`config.mk`:
```
export PLATFORM = sky130hd
export DESIGN_NAME = rv_id_ctrl_flat
export DESIGN_NICKNAME = d
export VERILOG_FILES = /design/src/rtl/rv_pkg.sv /design/src/rtl/rv_id_ctrl_if.sv /design/src/rtl/rv_imm_gen.sv /design/src/rtl/rv_id_ctrl.sv /design/src/flat_wrapper.sv
export SDC_FILE = /design/constraint.sdc
export NUM_CORES = 1
export LEC_CHECK = 0
export ABC_AREA = 1
export CORE_MARGIN = 2
export CORE_UTILIZATION = 43
export DETAILED_ROUTE_END_ITERATION = 16
export GPL_ROUTABILITY_DRIVEN = 0
export PLACE_DENSITY = 0.81
export REMOVE_ABC_BUFFERS = 1
export SLEW_MARGIN = 10
export SYNTH_ARGS = -nofsm -noshare
export SYNTH_HDL_FRONTEND = slang
export SYNTH_SLANG_ARGS = --single-unit
```
`constraint.sdc`:
```
create_clock -name clk_i -period 2.8 [get_ports clk_i]
set_input_delay 0.7 -clock clk_i [delete_from_list [all_inputs] [get_ports clk_i]]
set_output_delay 0.7 -clock clk_i [all_outputs]
set_load 0.01 [all_outputs]
```
`src/rtl/rv_pkg.sv`:
```
// Shared decode-stage constants: opcodes, FSM encoding, latency range and payload types.
package rv_pkg;

   localparam int unsigned XLEN         = 64;
   localparam int unsigned ILEN         = 32;
   localparam int unsigned LOAD_LAT_MIN = 1;
   localparam int unsigned LOAD_LAT_MAX = 3;
   localparam int unsigned LAT_CNT_W    = 2;
   localparam int unsigned STALL_CNT_W  = 32;

   localparam logic [6:0] OPC_LOAD      = 7'b0000011;
   localparam logic [6:0] OPC_STORE     = 7'b0100011;
   localparam logic [6:0] OPC_BRANCH    = 7'b1100011;
   localparam logic [6:0] OPC_OP_IMM    = 7'b0010011;
   localparam logic [6:0] OPC_OP        = 7'b0110011;
   localparam logic [6:0] OPC_JALR      = 7'b1100111;
   localparam logic [6:0] OPC_OP_IMM_32 = 7'b0011011;
   localparam logic [6:0] OPC_OP_32     = 7'b0111011;
   localparam logic [6:0] OPC_LUI       = 7'b0110111;
   localparam logic [6:0] OPC_AUIPC     = 7'b0010111;

   typedef enum logic [1:0] {
      ST_EMPTY = 2'd0,
      ST_HOLD  = 2'd1,
      ST_STALL = 2'd2
   } id_state_e;

   typedef struct packed {
      logic [XLEN-1:0] pc;
      logic [ILEN-1:0] instr;
   } id_word_t;

   function automatic logic reads_rs1(input logic [6:0] opc);
      return opc inside {OPC_LOAD, OPC_STORE, OPC_BRANCH, OPC_OP_IMM,
                         OPC_OP, OPC_JALR, OPC_OP_IMM_32, OPC_OP_32};
   endfunction

   function automatic logic reads_rs2(input logic [6:0] opc);
      return opc inside {OPC_STORE, OPC_BRANCH, OPC_OP, OPC_OP_32};
   endfunction

endpackage

```
`src/rtl/rv_id_ctrl_if.sv`:
```
// Fetch/decode/EX handshake bundle; names are from the decode controller's point of view.
interface rv_id_ctrl_if;
   import rv_pkg::*;

   logic            if_valid_i;
   logic [ILEN-1:0] if_instr_i;
   logic [XLEN-1:0] if_pc_i;
   logic            id_ready_o;
   logic            id_valid_o;
   logic            ex_ready_i;
   logic [ILEN-1:0] id_instr_o;
   logic [XLEN-1:0] id_pc_o;
   logic [XLEN-1:0] id_imm_o;
   logic            ex_is_load_i;
   logic [4:0]      ex_rd_i;
   logic            flush_i;
   logic [STALL_CNT_W-1:0] stall_cnt_o;

   modport master (
      output if_valid_i, if_instr_i, if_pc_i, ex_ready_i, ex_is_load_i, ex_rd_i, flush_i,
      input  id_ready_o, id_valid_o, id_instr_o, id_pc_o, id_imm_o, stall_cnt_o
   );

   modport slave (
      input  if_valid_i, if_instr_i, if_pc_i, ex_ready_i, ex_is_load_i, ex_rd_i, flush_i,
      output id_ready_o, id_valid_o, id_instr_o, id_pc_o, id_imm_o, stall_cnt_o
   );

endinterface

```
`src/rtl/rv_imm_gen.sv`:
```
// Sign-extended immediate for load/store/branch/upper formats; zero for everything else.
module rv_imm_gen
   import rv_pkg::*;
(
   input  logic [ILEN-1:0] instr_i,
   output logic [XLEN-1:0] imm_o
);

   always_comb begin
      imm_o = '0;
      case (instr_i[6:0])
         OPC_LOAD:   imm_o = {{52{instr_i[31]}}, instr_i[31:20]};
         OPC_STORE:  imm_o = {{52{instr_i[31]}}, instr_i[31:25], instr_i[11:7]};
         OPC_BRANCH: imm_o = {{51{instr_i[31]}}, instr_i[31], instr_i[7],
                              instr_i[30:25], instr_i[11:8], 1'b0};
         OPC_LUI,
         OPC_AUIPC:  imm_o = {{32{instr_i[31]}}, instr_i[31:12], 12'b0};
         default:    imm_o = '0;
      endcase
   end

endmodule

```
`src/rtl/rv_id_ctrl.sv`:
```
// Decode-stage hold register with load-use bubble insertion, flush and bubble counter.
module rv_id_ctrl
   import rv_pkg::*;
#(
   parameter int unsigned LOAD_LAT = 1
) (
   input  logic          clk_i,
   input  logic          rst_ni,
   rv_id_ctrl_if.slave   bus
);

   localparam logic [LAT_CNT_W-1:0] LAT_RELOAD = LAT_CNT_W'(LOAD_LAT - 1);

   id_state_e              state_q, state_d;
   id_word_t               hold_q, hold_d;
   logic [LAT_CNT_W-1:0]   lat_cnt_q, lat_cnt_d;
   logic                   served_q, served_d;
   logic [STALL_CNT_W-1:0] stall_cnt_q, stall_cnt_d;
   logic                   hazard_c;
   logic                   fetch_xfer;
   logic                   bubble;

   logic [6:0] opc;
   logic [4:0] rs1, rs2;

   assign opc = hold_q.instr[6:0];
   assign rs1 = hold_q.instr[19:15];
   assign rs2 = hold_q.instr[24:20];

   // served_q masks the hazard once its bubbles have been paid for this instruction
   assign hazard_c = bus.ex_is_load_i && (bus.ex_rd_i != 5'd0) && !served_q &&
                     ((reads_rs1(opc) && (bus.ex_rd_i == rs1)) ||
                      (reads_rs2(opc) && (bus.ex_rd_i == rs2)));

   always_ff @(posedge clk_i or negedge rst_ni) begin
      if (!rst_ni) begin
         state_q     <= ST_EMPTY;
         hold_q      <= '0;
         lat_cnt_q   <= '0;
         served_q    <= 1'b0;
         stall_cnt_q <= '0;
      end else begin
         state_q     <= state_d;
         hold_q      <= hold_d;
         lat_cnt_q   <= lat_cnt_d;
         served_q    <= served_d;
         stall_cnt_q <= stall_cnt_d;
      end
   end

   always_comb begin
      state_d        = state_q;
      hold_d         = hold_q;
      lat_cnt_d      = lat_cnt_q;
      served_d       = served_q;
      stall_cnt_d    = stall_cnt_q;
      bus.id_valid_o = 1'b0;
      bus.id_ready_o = 1'b0;
      fetch_xfer     = 1'b0;
      bubble         = 1'b0;

      if (bus.flush_i) begin
         bus.id_ready_o = 1'b1;
         state_d        = ST_EMPTY;
         lat_cnt_d      = '0;
         served_d       = 1'b0;
      end else begin
         case (state_q)
            ST_EMPTY: begin
               bus.id_ready_o = 1'b1;
               fetch_xfer     = bus.if_valid_i;
            end
            ST_HOLD: begin
               if (hazard_c) begin
                  bubble    = 1'b1;
                  served_d  = 1'b1;
                  lat_cnt_d = LAT_RELOAD;
                  // the hazard cycle is itself the first bubble
                  if (LOAD_LAT > 1) state_d = ST_STALL;
               end else begin
                  bus.id_valid_o = 1'b1;
                  bus.id_ready_o = bus.ex_ready_i;
                  fetch_xfer     = bus.if_valid_i && bus.ex_ready_i;
                  if (bus.ex_ready_i && !fetch_xfer) state_d = ST_EMPTY;
               end
            end
            ST_STALL: begin
               bubble = 1'b1;
               if (lat_cnt_q <= LAT_CNT_W'(1)) begin
                  state_d   = ST_HOLD;
                  lat_cnt_d = '0;
               end else begin
                  lat_cnt_d = lat_cnt_q - LAT_CNT_W'(1);
               end
            end
            default: state_d = ST_EMPTY;
         endcase

         if (fetch_xfer) begin
            hold_d   = '{pc: bus.if_pc_i, instr: bus.if_instr_i};
            state_d  = ST_HOLD;
            served_d = 1'b0;
         end

         if (bubble && (stall_cnt_q != '1)) stall_cnt_d = stall_cnt_q + STALL_CNT_W'(1);
      end
   end

   assign bus.id_instr_o  = hold_q.instr;
   assign bus.id_pc_o     = hold_q.pc;
   assign bus.stall_cnt_o = stall_cnt_q;

   rv_imm_gen u_imm_gen (
      .instr_i (hold_q.instr),
      .imm_o   (bus.id_imm_o)
   );

endmodule
```
`src/flat_wrapper.sv`:
```
// flat-port wrapper written by rule: the top's interface ports become plain ports
module rv_id_ctrl_flat import rv_pkg::*;
#(
   parameter int unsigned LOAD_LAT = 1
)
  (clk_i, rst_ni, bus_if_valid_i, bus_if_instr_i, bus_if_pc_i, bus_ex_ready_i, bus_ex_is_load_i, bus_ex_rd_i, bus_flush_i, bus_id_ready_o, bus_id_valid_o, bus_id_instr_o, bus_id_pc_o, bus_id_imm_o, bus_stall_cnt_o);
  rv_id_ctrl_if bus_i ();
  input  logic clk_i;
  input  logic rst_ni;
  input wire logic [$bits(bus_i.if_valid_i)-1:0] bus_if_valid_i;
  input wire logic [$bits(bus_i.if_instr_i)-1:0] bus_if_instr_i;
  input wire logic [$bits(bus_i.if_pc_i)-1:0] bus_if_pc_i;
  input wire logic [$bits(bus_i.ex_ready_i)-1:0] bus_ex_ready_i;
  input wire logic [$bits(bus_i.ex_is_load_i)-1:0] bus_ex_is_load_i;
  input wire logic [$bits(bus_i.ex_rd_i)-1:0] bus_ex_rd_i;
  input wire logic [$bits(bus_i.flush_i)-1:0] bus_flush_i;
  output wire logic [$bits(bus_i.id_ready_o)-1:0] bus_id_ready_o;
  output wire logic [$bits(bus_i.id_valid_o)-1:0] bus_id_valid_o;
  output wire logic [$bits(bus_i.id_instr_o)-1:0] bus_id_instr_o;
  output wire logic [$bits(bus_i.id_pc_o)-1:0] bus_id_pc_o;
  output wire logic [$bits(bus_i.id_imm_o)-1:0] bus_id_imm_o;
  output wire logic [$bits(bus_i.stall_cnt_o)-1:0] bus_stall_cnt_o;
  assign bus_i.if_valid_i = bus_if_valid_i;
  assign bus_i.if_instr_i = bus_if_instr_i;
  assign bus_i.if_pc_i = bus_if_pc_i;
  assign bus_i.ex_ready_i = bus_ex_ready_i;
  assign bus_i.ex_is_load_i = bus_ex_is_load_i;
  assign bus_i.ex_rd_i = bus_ex_rd_i;
  assign bus_i.flush_i = bus_flush_i;
  assign bus_id_ready_o = bus_i.id_ready_o;
  assign bus_id_valid_o = bus_i.id_valid_o;
  assign bus_id_instr_o = bus_i.id_instr_o;
  assign bus_id_pc_o = bus_i.id_pc_o;
  assign bus_id_imm_o = bus_i.id_imm_o;
  assign bus_stall_cnt_o = bus_i.stall_cnt_o;
  rv_id_ctrl #(.LOAD_LAT(LOAD_LAT)) u_core (.clk_i(clk_i), .rst_ni(rst_ni), .bus(bus_i));
endmodule
```
Word-level counts from Yosys, hierarchy flattened --
Index checks and enable logic that the tools add are counted. Widths: inputs -> output; s select.
Operators by class: multiplexer cells 27, multiply operators 0, reduce and logical (&&, ||, !) cells 24, magnitude comparators 1, bitwise operators 1, add/subtract/negate cells 2, div/mod/pow operators 0, shifts and indexed selects 0, equal/unequal tests 20
Operator list (number):
- $pmux 64 s4 | 1
- $add 32x1->32 const B | 1
- $ne 32x32->1 const B | 1
- $eq 7x6->1 const B | 4
- $eq 7x5->1 const B | 3
- $mux 2 | 8
- $eq 7x7->1 const B | 2
- $mux 1 | 13
- $eq 5x5->1 | 2
- $reduce_bool 3->1 | 3
- $logic_and 1x1->1 | 8
- $ne 4x2->1 const B | 2
- $reduce_and 2->1 | 4
- $reduce_bool 8->1 | 1
- $eq 7x2->1 const B | 1
- $ne 3x2->1 const B | 2
- $pmux 1 s2 | 3
- $pmux 2 s3 | 1
- $reduce_bool 5->1 | 1
- $ne 4x4->1 const B | 1
- $pmux 2 s2 | 1
- $reduce_and 4->1 | 1
- $reduce_bool 4->1 | 1
- $eq 2x1->1 const B | 1
- 8 further kinds | 9
Storage, ports and cells: memory bits (writable) 0, latch bits 0, memories 0, register bits after elaboration 133, memory bits (read-only) 0

Depth between registers and ports, before layout --
Gate-level depths: netlist of run 1.
depth in word-level cells 10, gate-level depth with buffers 15, gate-level depth less buffers 13

Hierarchy --
From an unflattened synthesis of run 1, not the netlist that was laid out.
Second synthesis, totals: cell total of the unflattened synthesis 953, area, all modules 7180.6 um^2
Modules (own cells, without submodules):
- rv_id_ctrl | cells each 779, seq. area each 3253.1 um^2, instances 1, area each 6289.8 um^2
- rv_imm_gen | cells each 174, seq. area each 0.0 um^2, instances 1, area each 890.9 um^2

Worst setup path before layout of run 1 --
OpenSTA, ideal clock, no wires.
path type reg2out, start point reg u_core.hold_q (netlist bit u_core.bus.id_instr_o[2]), end point out bus_id_imm_o[32], slack 0.144 ns, required time 2.100 ns, data arrival time 1.956 ns, cell stages (with the launch flop) 9, cells stage by stage dfrtp_1 inv_2 nand2_2 nor2_8 nand3_1 nand2_1 o21ai_0 inv_1 buf_4
Between the ends: longest elaborated chain between the ends 3, elaborated cells on any way between the ends 7
RTL lines:
- start: declaration | RTL line rv_id_ctrl.sv:15 | id_word_t hold_q, hold_d;
- start signal: assignment | RTL line rv_id_ctrl.sv:44 | hold_q <= hold_d;
- $eq 7x6->1 / $eq 7x5->1 (equally long branches) | RTL line rv_imm_gen.sv:11 | case (instr_i[6:0])
- $reduce_or 2->1 | RTL line rv_imm_gen.sv:11
- $pmux 64 s4 * | RTL line rv_imm_gen.sv:11
- end: declaration | RTL line flat_wrapper.sv:21 | output wire logic [$bits(bus_i.id_imm_o)-1:0] bus_id_imm_o;
Mark *: on every way between the ends. The rest lies on a longest branch, timed or not.

Worst setup path in the final report of run 1 --
start point in bus_ex_rd_i[4], end point out bus_id_ready_o
Between the ends: longest elaborated chain between the ends 7, elaborated cells on any way between the ends 12
RTL lines:
- start: declaration | RTL line flat_wrapper.sv:15 | input wire logic [$bits(bus_i.ex_rd_i)-1:0] bus_ex_rd_i;
- $eq 5x5->1, or another cell as far along | RTL line rv_id_ctrl.sv:32 | ((reads_rs1(opc) && (bus.ex_rd_i == rs1)) ||
- $logic_and 1x1->1, on equally long branches | RTL line rv_id_ctrl.sv:32, rv_id_ctrl.sv:31, rv_id_ctrl.sv:33
- $logic_or 1x1->1 / $logic_and 1x1->1 (equally long branches) | RTL line rv_id_ctrl.sv:32, rv_id_ctrl.sv:31
- $logic_and 1x1->1 * | RTL line rv_id_ctrl.sv:31 | assign hazard_c = bus.ex_is_load_i && (bus.ex_rd_i != 5'd0) && !served_q &&
- $mux 1 * | RTL line rv_id_ctrl.sv:74 | if (hazard_c) begin
- $pmux 1 s2 * | RTL line rv_id_ctrl.sv:68 | case (state_q)
- $mux 1 * | RTL line rv_id_ctrl.sv:62 | if (bus.flush_i) begin
- end: declaration | RTL line flat_wrapper.sv:17 | output wire logic [$bits(bus_i.id_ready_o)-1:0] bus_id_ready_o;
Marks and branches as above.

==> impl_metrics.yaml, run 1 <==
sta:
  relSlewSlack_pct: 47.6
  rsz0062_at_grt: "yes"
  setup_slack_ns: -0.0368
  fin_tns_setup_ns: -0.0368
  min_period_over_period_pct: 101
  post-route-min-period_ns: 2.84
  slew_viol_final: 0
  worst_pin_slew_ns: 0.786
  clock_skew_ns: 0.00887
  hold_viol_final: 0
  clock.fmax_mhz: 353
  final-setup-viol-count: 1
setup_path:
  cp.required_ns: 2.10
  reg2reg_slack_ns: 0.54
  crit_path_start: "bus_ex_rd_i[4]"
  end_kind: "primary output"
  r2r_cells: 13
  worst-path-max-fanout: 3
  cp-start-kind: "input pin"
  timing.rr.start: "u_core.bus.id_instr_o[2]$_DFFE_PN0P_"
  r2r-end: "u_core.bus.stall_cnt_o[25]$_DFFE_PN0P_"
  worst_ep_arrival_time_ns: 2.14
  timing.critical_path.to: "bus_id_ready_o"
  critical_path_class: "in -> out"
clocking:
  clk_pin_slew_ns: 0.06
  cts.path.max_buffers: 2
  cts_sinks: 130
  postCtsHoldBufs: 0
  cts_tree: "yes"
  ctsRootBufferMaster: "clkbuf_16"
  cts_max_level: 4
  cts_buffers: 17
  clock_latency_ns: 0.41
route:
  wire_per_inst_um: 17.1
  drtIter0Drc: 649
  viasPerCell: 5.12
  drc_errors: 0
  dr.pass1.iters: 5
  ant_nets: 0
  finalWirelength_um: 24200
  vias: 7236
yosys:
  syn_inst: 908
  syn_area_um2: 7120
  synth.avg_cell_area_um2: 7.85
  synthXorXnorAreaFrac_pct: 4.06
  synthAdderAreaFrac_pct: 0.176
  netlist.top_cell.by_area: "dfrtp_1"
  yosysTopAreaCellShare_pct: 45.7
  synthFlopType: "dfrtp_1"
  yosys.area_share.simple_pct: 36.1
  yosys_register_bits: 130
  synth.area.top_cells: "dfrtp_1 (46%), nand2_1 (17%), nand3_1 (9.3%)"
  synth_top_family_by_area: "simple AND/OR/NAND/NOR gates"
  ys_seq_area_share_pct: 45.7
  async_flop_share_pct: 100
  synth_compound_area_share_pct: 3.81
  synth.distinct_cells: 32
  muxShareOfSynthArea_pct: 0
  synth_warnings: 0
  synth_edf_count: 0
power:
  p_per_area_nw_per_um2: 546
  cellLeakagePower_nw: 5.35
  p_total_mw: 5.78
  vdd.ir_drop.worst_mv: 0.447
hold_path:
  worstHoldPathType: "in -> async"
place:
  place.port_buffers: 300
  dpl.hpwl_um: 17600
  place_inst: 1379
global_routing:
  track_usage_pct: 27.5
  grt_max_degree: 59
  grt_antenna_before_repair: 0
  grt_pass1_vias: 6782
  grt-ovfl-total: 0
  grt_pass1_wl_um: 38000
floorplanning:
  die_h_um: 133
  die-area_um2: 17600
  io_pins: 301
  start_util_pct: 43.4
  row_count: 47
  core_um2: 16400
  die_width_um: 133
outcome:
  status: "finished, violations left"
  violations: "setup timing"
cells_and_area:
  most-common-layout-cells: "nand2_1 (318), clkdlybuf4s50_1 (231), nand3_1 (131)"
  post-route-util_pct: 64.5
  nets: 1290
  syn2layout_area_growth_pct: 48.6
  n_antenna_cell: 0
  layout.cells.most_common: "nand2_1"
  fin_cells: 1414
  layout-drive-gt1-share_pct: 13.5
flow_run:
  maxCapViolations: 0
==> worst min path at each step <==
stage / startpoint / end / slack [ns]
2_1_floorplan: rst_ni / u_core.bus.id_instr_o[0]$_DFFE_PN0P_ / 0.40
6_report: rst_ni / u_core.bus.stall_cnt_o[9]$_DFFE_PN0P_ / 0.22
5_1_grt: rst_ni / u_core.bus.stall_cnt_o[9]$_DFFE_PN0P_ / 0.25
3_3_place_gp: u_core.bus.id_pc_o[39]$_DFFE_PN0P_ / u_core.bus.id_pc_o[39]$_DFFE_PN0P_ / 0.46
3_5_place_dp: u_core.bus.id_pc_o[51]$_DFFE_PN0P_ / u_core.bus.id_pc_o[51]$_DFFE_PN0P_ / 0.46
4_1_cts: rst_ni / u_core.bus.stall_cnt_o[12]$_DFFE_PN0P_ / 0.24
==> cell type report <==
cell class,instances,area [um2]
fillers,1392,5820
flip-flops and latches,130,3250
multi-input cells,647,3180
repair buffers,336,3140
clock buffers,18,439
well taps,220,275
inverters,50,190
clock inverters,13,114
==> Yosys cell counts (2+ instances only) <==
cell type / instances
nand2_2: 5
buf_4: 34
a21oi_1: 2
clkbuf_1: 12
xnor2_1: 13
nand3_2: 30
nor2_1: 40
buf_12: 3
o211ai_1: 7
dfrtp_1: 130
o21ai_0: 39
buf_2: 23
nand3_1: 133
inv_2: 6
buf_6: 2
nand2_1: 320
inv_1: 44
xor2_1: 20
nand4_1: 13
buf_1: 5
nor3_1: 16
==> state kept, by name (all words and copies together), names as in the netlist <==
signal / cells
u_core.bus.id_instr_o: 32
u_core.bus.id_pc_o: 64
u_core.bus.stall_cnt_o: 32
u_core.served_q: 1
u_core.state_q: 1
==> per-stage QoR <==
step	cell area [um2]	setup slack (ns)	hold WS, ns
after floorplan	6590	-2.46	0.404
after global placement	10200	-0.286	0.461
after detailed placement	10200	-0.395	0.464
after CTS	10700	-0.0708	0.237
after global routing	10600	-0.135	0.255
final	10600	-0.0368	0.223
==> per-layer routing <==
metal,GRT usage [%],share of wire (%),vias to the layer above
li1,-,-,3443
met1,36.8,42,3426
met2,44.2,48,332
met3,6.55,8.1,35
met4,8.78,2.1,0
met5,0,0,-
==> kinds of logic after synthesis <==
| logic type | Yosys count |
|---|---|
| AOI/OAI and AO/OA | 50 |
| DFF | 130 |
| buffers and inverters | 131 |
| xor gates and xnor gates | 33 |
| and+or+nand+nor | 563 |
| adders and majority gates | 1 |
==> worst max-delay path, stage by stage <==
cell and delay (ns):
clkdlybuf4s50_1 0.49, inv_1 0.07, nand2_1 0.07, o21ai_2 0.06
inv_1 0.06, nand3_1 0.06, nor2_1 0.11, nand2_1 0.08
nand2_2 0.11, nand2_2 0.06, nand2_1 0.05, nand2_1 0.07
buf_2 0.15
==> report_power, final <==
group	total [mW]	internal [mW]	switching (mW)	leakage [nW]
clock network	2.08	1.24	0.843	0.272
logic	1.39	0.724	0.670	3.41
registers	2.31	2.11	0.198	1.67
==> what timing repair did <==
item	4_1_cts	5_1_grt
pin swaps	1	1
setup buffers	4	0
resized for setup	77	83
endpoints found under the setup margin	66	48
No activity file was read; power rests on OpenSTA's default activity.
==> run 2: changes to the inputs <==
--- a/config.mk
+++ b/config.mk
@@ -8,6 +8,7 @@
 export ABC_AREA = 1
 export CORE_MARGIN = 2
 export CORE_UTILIZATION = 43
+export CTS_CLUSTER_DIAMETER = 30
 export DETAILED_ROUTE_END_ITERATION = 16
 export GPL_ROUTABILITY_DRIVEN = 0
 export PLACE_DENSITY = 0.81
==> results of run 2 <==
Final layout, timing and power as in run 1 (identical DEF).
==> run 3: changes to the inputs <==
--- a/config.mk
+++ b/config.mk
@@ -5,13 +5,12 @@
 export SDC_FILE = /design/constraint.sdc
 export NUM_CORES = 1
 export LEC_CHECK = 0
-export ABC_AREA = 1
 export CORE_MARGIN = 2
-export CORE_UTILIZATION = 43
+export CORE_UTILIZATION = 41
 export CTS_CLUSTER_DIAMETER = 30
 export DETAILED_ROUTE_END_ITERATION = 16
 export GPL_ROUTABILITY_DRIVEN = 0
-export PLACE_DENSITY = 0.81
+export PLACE_DENSITY = 0.8
 export REMOVE_ABC_BUFFERS = 1
 export SLEW_MARGIN = 10
 export SYNTH_ARGS = -nofsm -noshare
==> impl_metrics.yaml, run 3 <==
place:
  dpl.hpwl_um: 14300
  place_inst: 968
  place_area_um2: 9580
  place.port_buffers: 300
yosys:
  synthFlopType: "dfrtp_1"
  ys_top_cells_by_count: "dfrtp_1 (130), mux2_2 (57), buf_4 (41)"
  async_flop_share_pct: 100
  synth.avg_cell_area_um2: 13.0
  synth.area.top_cells: "dfrtp_1 (51%), mux2_2 (10%), mux2_4 (9.5%)"
  yosysMostFrequentCell: "dfrtp_1"
  ys_seq_area_share_pct: 51.5
  yosysTopAreaCellShare_pct: 51.5
  synth.distinct_cells: 43
  syn_area_um2: 6320
  synth_edf_count: 0
  netlist.top_cell.by_area: "dfrtp_1"
  yosys_register_bits: 130
  synth_warnings: 0
  syn_inst: 487
route:
  drtIter0Drc: 283
  dr.pass1.iters: 5
  ant_nets: 0
  viasPerCell: 5.06
  drc_errors: 0
  vias: 5128
  finalWirelength_um: 20300
  wire_per_inst_um: 20.1
floorplanning:
  die-area_um2: 16400
  core_um2: 15100
  die_h_um: 128
  row_count: 45
  io_pins: 301
  start_util_pct: 41.7
  die_width_um: 128
power:
  p_per_area_nw_per_um2: 606
  p_total_mw: 6.30
  vdd.ir_drop.worst_mv: 0.377
  cellLeakagePower_nw: 4.80
setup_path:
  worst-path-max-fanout: 3
  critical_path_class: "in -> out"
  end_kind: "primary output"
  cp-start-kind: "input pin"
  worst_ep_arrival_time_ns: 2.27
  cp.required_ns: 2.10
global_routing:
  grt_antenna_before_repair: 0
  grt_pass1_vias: 5438
  track_usage_pct: 25.0
  grt_max_degree: 76
  grt-ovfl-total: 0
  grt_pass1_wl_um: 30800
cells_and_area:
  largest_register_ffs: 64
  syn2layout_area_growth_pct: 64.3
  layout.cells.most_common: "clkdlybuf4s50_1"
  seq_area_um2: 3250
  design_area_um2: 10400
  most-common-layout-cells: "clkdlybuf4s50_1 (228), dfrtp_1 (130), mux2_2 (57)"
  multiInputGateArea_um2: 2660
  post-route-util_pct: 68.6
  fill_cells: 1025
  fin_cells: 1013
  n_antenna_cell: 0
  layout-drive-gt1-share_pct: 33.1
  nets: 920
clocking:
  cts.path.max_buffers: 2
  clk_pin_slew_ns: 0.06
  ctsRootBufferMaster: "clkbuf_16"
  cts_max_level: 4
  postCtsHoldBufs: 0
  clock_latency_ns: 0.42
  cts_buffers: 17
  cts_tree: "yes"
  cts_sinks: 130
sta:
  clock_skew_ns: 0.00926
  final-setup-viol-count: 39
  min_period_over_period_pct: 106
  rsz0062_at_grt: "yes"
  worst_pin_slew_ns: 0.413
  clock.fmax_mhz: 336
  slew_viol_final: 0
  post-route-min-period_ns: 2.97
  setup_slack_ns: -0.172
  hold_viol_final: 0
  relSlewSlack_pct: 72.4
hold_path:
  worstHoldPathType: "in -> async"
flow_run:
  maxCapViolations: 0
outcome:
  status: "finished, violations left"
  violations: "setup timing"
-- run 3: cell count changes after synthesis, moves of 20 or more --
cell     delta
buf_2      -20
mux2_2     +57
nand3_2    -30
o21ai_0    -37
mux2_4     +40
nand3_1   -112
inv_1      -38
nand2_1   -306
-- run 3: kinds of logic (layout without fill, tap and decap cells) --
group / after synthesis / in the layout / synth area share (%)
buffers and inverters: 62 / 400 / 7.50
xor gates and xnor gates: 41 / 41 / 5.68
DFF: 130 / 130 / 51.5
muxes: 98 / 98 / 19.8
and+or+nand+nor: 121 / 121 / 10.8
adders and majority gates: 1 / 1 / 0.198
AOI/OAI and AO/OA: 34 / 34 / 4.49
-- run 3: per-layer routing --
metal | routed length [um] | vias to the layer above | part of all wire [%] | global-route usage (%)
met2 | 10200 | 233 | 50 | 42.2
met5 | 0 | - | 0 | 0
met4 | 484 | 0 | 2.4 | 9.83
met3 | 1630 | 40 | 8.0 | 8.51
li1 | - | 2328 | - | -
met1 | 8060 | 2527 | 40 | 29.3
-- run 3: final cells by class --
type	instances	share of cell area [%]
Timing Repair Buffer	362	34.5
Multi-Input combinational cell	295	25.6
Clock buffer	23	4.70
Tap cell	188	2.26
Clock inverter	9	1.46
Sequential cell	130	31.3
Inverter	6	0.217
-- run 3: path summary, 6_finish.rpt --
kind                            slack [ns]  depth (start not counted)                                     end                                   start
max in group asynchronous             2.15                          2       u_core.bus.id_pc_o[0]$_DFFE_PN0P_                                  rst_ni
min in group clk_i                    0.50                          1  u_core.bus.stall_cnt_o[14]$_DFFE_PN0P_  u_core.bus.stall_cnt_o[14]$_DFFE_PN0P_
worst min register to register        0.50                          1  u_core.bus.stall_cnt_o[14]$_DFFE_PN0P_  u_core.bus.stall_cnt_o[14]$_DFFE_PN0P_
worst max-delay path                 -0.17                          7                          bus_id_ready_o                          bus_ex_rd_i[2]
worst max register to register        0.09                          9      u_core.bus.id_pc_o[11]$_DFFE_PN0P_    u_core.bus.id_instr_o[2]$_DFFE_PN0P_
worst min-delay path                  0.28                          2   u_core.bus.stall_cnt_o[9]$_DFFE_PN0P_                                  rst_ni
-- run 3: worst max-delay path: stages --
cell and delay, ns:
clkdlybuf4s15_1 0.18, or4_4 0.55, o21ai_4 0.21, nor4_4 0.08, or2_4 0.28, o21ai_2 0.13, buf_2 0.14
-- run 3: timing repair --
item                                    4_1_cts  5_1_grt
endpoints found under the setup margin       90       60
pin swaps                                     8        5
gates cloned                                  5        0
hold endpoints to repair                      0        0
gates resized for setup                     278       42
buffers inserted                              6        5
-- run 3: power by group --
group | switching, mW | internal [mW]
sequential | 0.183 | 2.12
clock | 0.826 | 1.58
combinational | 0.602 | 0.986
total | 1.61 | 4.69
-- run 3: metrics by stage --
step | hold WS, ns | TNS, ns | setup slack [ns]
after detailed placement | 0.485 | -51.17 | -0.968
after CTS | 0.292 | -4.80 | -0.204
after floorplan | 0.404 | -139.65 | -2.34
after global routing | 0.298 | -6.46 | -0.238
final | 0.283 | -2.88 | -0.172
after global placement | 0.470 | -45.93 | -0.906
